`config.mk`:
```
export PLATFORM = sky130hd
export DESIGN_NAME = oled_spi_receiver
export DESIGN_NICKNAME = d
export VERILOG_FILES = /design/src/rtl/oled_pkg.sv /design/src/rtl/spi_byte_deserializer.sv /design/src/rtl/oled_spi_receiver.sv
export SDC_FILE = /design/constraint.sdc
export NUM_CORES = 1
export LEC_CHECK = 0
export ABC_AREA = 1
export BUFFER_PORTS_ARGS = -buffer_cell sky130_fd_sc_hd__buf_2
export CORE_ASPECT_RATIO = 1.25
export CORE_MARGIN = 2
export CORE_UTILIZATION = 30
export CTS_BUF_LIST = sky130_fd_sc_hd__clkbuf_8
export DETAILED_ROUTE_END_ITERATION = 6
export GPL_ROUTABILITY_DRIVEN = 0
export SYNTH_ARGS = -nofsm -noshare
export SYNTH_HDL_FRONTEND = slang
export SYNTH_SLANG_ARGS = --single-unit
```
`constraint.sdc`:
```
create_clock -name clk_i -period 4.5 [get_ports clk_i]
set_input_delay 0.45 -clock clk_i [delete_from_list [all_inputs] [get_ports clk_i]]
set_output_delay 0.45 -clock clk_i [all_outputs]
set_load 0.005 [all_outputs]
```
`src/rtl/oled_pkg.sv`:
```
// Opcodes, parser state encoding and geometry defaults shared by the OLED SPI receiver.
package oled_pkg;

    localparam int unsigned COLS_DEFAULT  = 128;
    localparam int unsigned PAGES_DEFAULT = 8;

    localparam logic [7:0] OP_DISPLAY_OFF = 8'hAE;
    localparam logic [7:0] OP_DISPLAY_ON  = 8'hAF;
    localparam logic [7:0] OP_INVERT_OFF  = 8'hA6;
    localparam logic [7:0] OP_INVERT_ON   = 8'hA7;
    localparam logic [7:0] OP_CONTRAST    = 8'h81;
    localparam logic [7:0] OP_MEM_MODE    = 8'h20;
    localparam logic [7:0] OP_COL_ADDR    = 8'h21;
    localparam logic [7:0] OP_PAGE_ADDR   = 8'h22;
    localparam logic [7:0] OP_CHARGE_PUMP = 8'h8D;
    localparam logic [7:0] OP_MUX_RATIO   = 8'hA8;
    localparam logic [7:0] OP_DISP_OFFSET = 8'hD3;
    localparam logic [7:0] OP_CLK_DIV     = 8'hD5;
    localparam logic [7:0] OP_PRECHARGE   = 8'hD9;
    localparam logic [7:0] OP_VCOMH       = 8'hDB;

    typedef enum logic [1:0] {StIdle, StArg1, StArg2} parser_state_e;

    function automatic logic [1:0] arg_count(input logic [7:0] opcode);
        logic [1:0] n;
        case (opcode)
            OP_CONTRAST, OP_MEM_MODE, OP_CHARGE_PUMP, OP_MUX_RATIO,
            OP_DISP_OFFSET, OP_CLK_DIV, OP_PRECHARGE, OP_VCOMH: n = 2'd1;
            OP_COL_ADDR, OP_PAGE_ADDR:                           n = 2'd2;
            default:                                             n = 2'd0;
        endcase
        return n;
    endfunction

endpackage

```
`src/rtl/spi_byte_deserializer.sv`:
```
// Synchronises the SPI pins, detects sclk rising edges and assembles MSB-first bytes.
module spi_byte_deserializer #(
    parameter int unsigned SYNC_STAGES = 0
) (
    input  logic       clk,
    input  logic       rst_n,
    input  logic       sclk,
    input  logic       sdin,
    input  logic       cs,
    input  logic       dc,
    output logic       byte_valid,
    output logic [7:0] byte_data,
    output logic       byte_dc
);

    logic [3:0] pins_raw;
    logic [3:0] pins;
    logic       sclk_s, sdin_s, cs_s, dc_s;
    logic       sclk_prev_q;
    logic [6:0] shift_q;
    logic [2:0] bit_cnt_q;
    logic       rise;

    assign pins_raw = {sclk, sdin, cs, dc};

    if (SYNC_STAGES == 0) begin : g_direct
        assign pins = pins_raw;
    end else begin : g_sync
        // Idle pattern: sclk high, cs deasserted, so no edge or byte appears out of reset.
        localparam logic [3:0] PINS_IDLE = 4'b1010;
        logic [3:0] stage_q [SYNC_STAGES];

        always_ff @(posedge clk) begin
            if (!rst_n) begin
                for (int unsigned i = 0; i < SYNC_STAGES; i++) stage_q[i] <= PINS_IDLE;
            end else begin
                stage_q[0] <= pins_raw;
                for (int unsigned i = 1; i < SYNC_STAGES; i++) stage_q[i] <= stage_q[i-1];
            end
        end
        assign pins = stage_q[SYNC_STAGES-1];
    end

    assign {sclk_s, sdin_s, cs_s, dc_s} = pins;
    assign rise = sclk_s & ~sclk_prev_q;

    always_ff @(posedge clk) begin
        if (!rst_n) begin
            sclk_prev_q <= 1'b1;
            shift_q     <= '0;
            bit_cnt_q   <= '0;
        end else begin
            sclk_prev_q <= sclk_s;
            if (cs_s) begin
                bit_cnt_q <= '0;
            end else if (rise) begin
                shift_q   <= {shift_q[5:0], sdin_s};
                bit_cnt_q <= bit_cnt_q + 3'd1;
            end
        end
    end

    // The eighth bit bypasses the shift register so the byte is presented in its own cycle.
    assign byte_valid = rise & ~cs_s & (bit_cnt_q == 3'd7);
    assign byte_data  = {shift_q, sdin_s};
    assign byte_dc    = dc_s;

endmodule

```
`src/rtl/oled_spi_receiver.sv`:
```
// SSD1306-style SPI panel model: command parser, config registers and framebuffer write port.
module oled_spi_receiver
    import oled_pkg::*;
#(
    parameter int unsigned SYNC_STAGES = 0,
    parameter int unsigned COLS        = COLS_DEFAULT,
    parameter int unsigned PAGES       = PAGES_DEFAULT
) (
    input  logic       clk_i,
    input  logic       rst_n_i,
    input  logic       sclk_i,
    input  logic       sdin_i,
    input  logic       cs_i,
    input  logic       dc_i,
    input  logic       oled_reset_i,
    output logic       fb_we_o,
    output logic [9:0] fb_addr_o,
    output logic [7:0] fb_data_o,
    output logic       cmd_valid_o,
    output logic [7:0] cmd_byte_o,
    output logic       display_on_o,
    output logic [7:0] contrast_o,
    output logic       inverted_o,
    output logic       charge_pump_o
);

    localparam int unsigned CW = $clog2(COLS);
    localparam int unsigned PW = $clog2(PAGES);
    localparam logic [CW-1:0] COL_MAX  = CW'(COLS - 1);
    localparam logic [PW-1:0] PAGE_MAX = PW'(PAGES - 1);

    logic          rst_n;
    logic          byte_valid, byte_dc, wr_en, cmd_en;
    logic [7:0]    byte_data;
    logic [9:0]    cur_addr;

    parser_state_e state_q, state_d;
    logic [7:0]    opcode_q, opcode_d;
    logic [CW-1:0] col_q, col_d, col_start_q, col_start_d, col_end_q, col_end_d;
    logic [PW-1:0] page_q, page_d, page_start_q, page_start_d, page_end_q, page_end_d;
    logic          display_on_d, inverted_d, charge_pump_d;
    logic [7:0]    contrast_d;

    // The panel reset pin behaves exactly like the system reset.
    assign rst_n  = rst_n_i & oled_reset_i;
    assign wr_en  = byte_valid & byte_dc;
    assign cmd_en = byte_valid & ~byte_dc;
    assign cur_addr = 10'(32'(page_q) * COLS + 32'(col_q));

    spi_byte_deserializer #(
        .SYNC_STAGES (SYNC_STAGES)
    ) u_deser (
        .clk        (clk_i),
        .rst_n      (rst_n),
        .sclk       (sclk_i),
        .sdin       (sdin_i),
        .cs         (cs_i),
        .dc         (dc_i),
        .byte_valid (byte_valid),
        .byte_data  (byte_data),
        .byte_dc    (byte_dc)
    );

    always_ff @(posedge clk_i) begin
        if (!rst_n) state_q <= StIdle;
        else        state_q <= state_d;
    end

    always_comb begin
        state_d = state_q;
        if (wr_en) begin
            state_d = StIdle;
        end else if (cmd_en) begin
            unique case (state_q)
                StIdle:  state_d = (arg_count(byte_data) != 2'd0) ? StArg1 : StIdle;
                StArg1:  state_d = (arg_count(opcode_q) == 2'd2) ? StArg2 : StIdle;
                StArg2:  state_d = StIdle;
                default: state_d = StIdle;
            endcase
        end
    end

    always_comb begin
        opcode_d      = opcode_q;
        col_d         = col_q;
        col_start_d   = col_start_q;
        col_end_d     = col_end_q;
        page_d        = page_q;
        page_start_d  = page_start_q;
        page_end_d    = page_end_q;
        display_on_d  = display_on_o;
        inverted_d    = inverted_o;
        charge_pump_d = charge_pump_o;
        contrast_d    = contrast_o;
        if (wr_en) begin
            // Horizontal addressing; only equality with the window end wraps.
            if (col_q == col_end_q) begin
                col_d  = col_start_q;
                page_d = (page_q == page_end_q) ? page_start_q : page_q + PW'(1);
            end else begin
                col_d = col_q + CW'(1);
            end
        end else if (cmd_en) begin
            unique case (state_q)
                StIdle: begin
                    opcode_d = byte_data;
                    case (byte_data)
                        OP_DISPLAY_OFF: display_on_d = 1'b0;
                        OP_DISPLAY_ON:  display_on_d = 1'b1;
                        OP_INVERT_OFF:  inverted_d   = 1'b0;
                        OP_INVERT_ON:   inverted_d   = 1'b1;
                        default: ;
                    endcase
                end
                StArg1: begin
                    case (opcode_q)
                        OP_CONTRAST:    contrast_d    = byte_data;
                        OP_CHARGE_PUMP: charge_pump_d = byte_data[2];
                        OP_COL_ADDR: begin
                            col_start_d = byte_data[CW-1:0];
                            col_d       = byte_data[CW-1:0];
                        end
                        OP_PAGE_ADDR: begin
                            page_start_d = byte_data[PW-1:0];
                            page_d       = byte_data[PW-1:0];
                        end
                        default: ;
                    endcase
                end
                StArg2: begin
                    case (opcode_q)
                        OP_COL_ADDR:  col_end_d  = byte_data[CW-1:0];
                        OP_PAGE_ADDR: page_end_d = byte_data[PW-1:0];
                        default: ;
                    endcase
                end
                default: ;
            endcase
        end
    end

    always_ff @(posedge clk_i) begin
        if (!rst_n) begin
            fb_we_o       <= 1'b0;
            fb_addr_o     <= '0;
            fb_data_o     <= '0;
            cmd_valid_o   <= 1'b0;
            cmd_byte_o    <= '0;
            display_on_o  <= 1'b0;
            contrast_o    <= 8'h7F;
            inverted_o    <= 1'b0;
            charge_pump_o <= 1'b0;
            opcode_q      <= '0;
            col_q         <= '0;
            col_start_q   <= '0;
            col_end_q     <= COL_MAX;
            page_q        <= '0;
            page_start_q  <= '0;
            page_end_q    <= PAGE_MAX;
        end else begin
            fb_we_o     <= wr_en;
            cmd_valid_o <= cmd_en;
            if (wr_en) begin
                fb_addr_o <= cur_addr;
                fb_data_o <= byte_data;
            end
            if (cmd_en) cmd_byte_o <= byte_data;
            display_on_o  <= display_on_d;
            contrast_o    <= contrast_d;
            inverted_o    <= inverted_d;
            charge_pump_o <= charge_pump_d;
            opcode_q      <= opcode_d;
            col_q         <= col_d;
            col_start_q   <= col_start_d;
            col_end_q     <= col_end_d;
            page_q        <= page_d;
            page_start_q  <= page_start_d;
            page_end_q    <= page_end_d;
        end
    end

endmodule

```
==> results.toml <==
[run_status]
status = "complete, no violations"

[synthesis]
synth.distinct_cells = 30
seq_area_frac_synth_pct = 44.9
yosys_warnings = 0
ys_ff_latch = 90
synth_area_leaders = "dfxtp_1 (45%), nand2_1 (11%), nand3_1 (7.1%)"
syn_inst = 558
syn-cell-area_um2 = 4010
synth.top_cell.area_share_pct = 44.9
synth_fp_nets = 569
postSynthAreaPerCell_um2 = 7.19
yosysTopAreaCell = "dfxtp_1"

[place]
pre_cts_slack_ns = 1.97
place_area_um2 = 4350
placed_cells = 749
dpl.hpwl_mm = 7.55
io_buffers = 45

[finish]
drive_above_1_share_pct = 12.6
layout_common_cells = "nand2_1 (119), dfxtp_1 (90), inv_1 (60)"
num-fill-cells = 1488
num_antenna_cells = 0
fin_util_pct = 34.4
area_growth_pct = 12.9
layout_commonest_cell = "nand2_1"
instances_no_fill = 765
finalNetCount = 600
fin_area_um2 = 4530

[sta]
setup_viol = 0
max_freq_mhz = 417
fin_ws_ns = 2.10
finalCritPeriodShare_pct = 53.3
maxSlewHeadroom_pct = 49.4
setup-tns-final_ns = 0
tightestPinTransition_ns = 0.755
slew_violations = 0
fin_crit_ns = 2.40
skew_ns = 0.0151
hold_violations = 0
rsz0062_at_grt = "false"

[grt]
gr-total-overflow = 0
grt_pass1_wl_mm = 17.5
grt_pass1_vias = 3519
grt_max_degree = 49
antenna_found_initial = 0
grtUsageTotal_pct = 15.4

[cts]
post_cts_resized = 0
numCtsBuffers = 9
root_buffer = "clkbuf_8"
clk-insertion-delay-late_ns = 0.37
cts_buffer_depth = 2
path_clk_slew_ns = 0.10
htree_levels = 3
cts_hold_buffers = 0
cts_tree = "built"
post-cts-setup-buffers = 0
clock-sinks = 90

[run]
drv_cap = 0

[floorplanning]
die-area_um2 = 14300
core.rowCount = 47
fp.dieW_um = 107
start_util_pct = 30.4
die_y_um = 133
io_pins = 46
core-area_um2 = 13200

[power_and_ir_drop]
leakage_nw = 1.94
swShare_pct = 24.2
power_density_nw_per_um2 = 294
pwr-share-seq_pct = 60.0
ir_worst_vdd_uv = 135
internal_power_mw = 1.01
pwr-share-comb_pct = 2.5
power.share.clock_pct = 37.5
switchingPower_mw = 0.322

[detailed_routing]
drc = 0
routedWlPerCell_um = 13.8
postRouteAntennaNets = 0
first_pass_iters = 4
drt_iter0_drc = 298
viasPerCell = 4.80
wl_mm = 10.6
vias = 3671

[setup_path]
r2r_start = "u_deser.bit_cnt_q[0]$_SDFFE_PP0N_"
cp_max_fo = 31
critical_path_class = "reg2reg"
crit_path_start = "u_deser.bit_cnt_q[0]$_SDFFE_PP0N_"
start_kind = "flip-flop"
critical_path_arrival_ns = 2.67
worstPathRequired_ns = 4.77
worst_setup_path_end_kind = "flip-flop"

[min_path]
hp-class = "in2reg"
hold_start = "sclk_i"
==> power groups by stage <==
stage | registers, mW | logic [mW] | clock network (mW)
finish | 0.798 | 0.0331 | 0.499
global route | 0.799 | 0.0373 | 0.551
CTS | 0.798 | 0.0333 | 0.519
detailed placement | 0.817 | 0.0331 | 0
global placement | 0.817 | 0.0323 | 0
floorplan | 0.816 | 0.0222 | 0
==> registers in the layout, summed over array words and instances, names as in the netlist, 7 cells and up <==
| signal | flops |
|---|---|
| opcode_q | 8 |
| col_end_q | 7 |
| cmd_byte_o | 8 |
| u_deser.shift_q | 7 |
| fb_data_o | 8 |
| col_start_q | 7 |
| contrast_o | 8 |
| fb_addr_o | 10 |
| col_q | 7 |
==> synthesized netlist by cell type (all sizes together) <==
master / number
nand2: 122
a211oi: 1
buf: 12
clkbuf: 14
nand4: 8
xor2: 4
dfxtp: 90
ha: 4
a31oi: 1
nor3: 4
nor2: 58
clkinv: 1
o21ai: 54
inv: 63
or2: 1
o211ai: 17
xnor2: 7
a21oi: 39
nand3: 58
==> metal layers <==
| metal | share of wire [%] | routed length (um) | up-vias | track usage (%) |
|---|---|---|---|---|
| met5 | 0 | 0 | - | 0 |
| met4 | 2.8 | 296 | 0 | 9.12 |
| met3 | 4.9 | 521 | 19 | 2.35 |
| met2 | 49 | 5220 | 100 | 25.8 |
| met1 | 43 | 4530 | 1669 | 18.4 |
| li1 | - | - | 1883 | - |
==> final cells by class <==
cell class / instances / area [um2] / share of cell area [%]
clock inverters: 7 / 51.3 / 1.13
inverters: 64 / 240 / 5.31
flip-flops and latches: 90 / 1800 / 39.8
clock buffers: 9 / 124 / 2.74
well taps: 171 / 214 / 4.73
repair buffers: 46 / 245 / 5.42
multi-input cells: 378 / 1850 / 40.9
==> stage by stage <==
step,hold slack [ns],power [mW]
after floorplan,0.430,0.838
after global placement,0.443,0.849
after detailed placement,0.444,0.850
after CTS,0.316,1.35
after global routing,0.320,1.39
final,0.332,1.33
==> cell families after synthesis <==
kind of cell | share of synthesized area, %
AND/OR/NAND/NOR | 27.3
AO/OA/AOI/OAI | 15.1
flip-flops | 44.9
buffers and inverters | 8.95
XOR/XNOR | 2.40
adder cells (fa/ha/maj) | 1.25
==> critical path: stages (launching register included) <==
cell and delay (ns):
dfxtp_1 0.33, ha_1 0.20, ha_1 0.19, inv_1 0.15, nor2_4 0.08, nand2_2 0.48, inv_1 0.38, nand2_1 0.23
nand3_1 0.10, nand2_1 0.08, nor2_1 0.08
==> worst paths after layout <==
path	end	slack, ns	depth (start not counted)
min	u_deser.sclk_prev_q$_SDFF_PN1_	0.33	2
min reg2reg	contrast_o[7]$_SDFFE_PN0P_	0.45	2
max reg2reg	page_q[2]$_SDFFE_PN0P_	2.10	10
max	page_q[2]$_SDFFE_PN0P_	2.10	10
No activity file was read; power rests on OpenSTA's default activity.
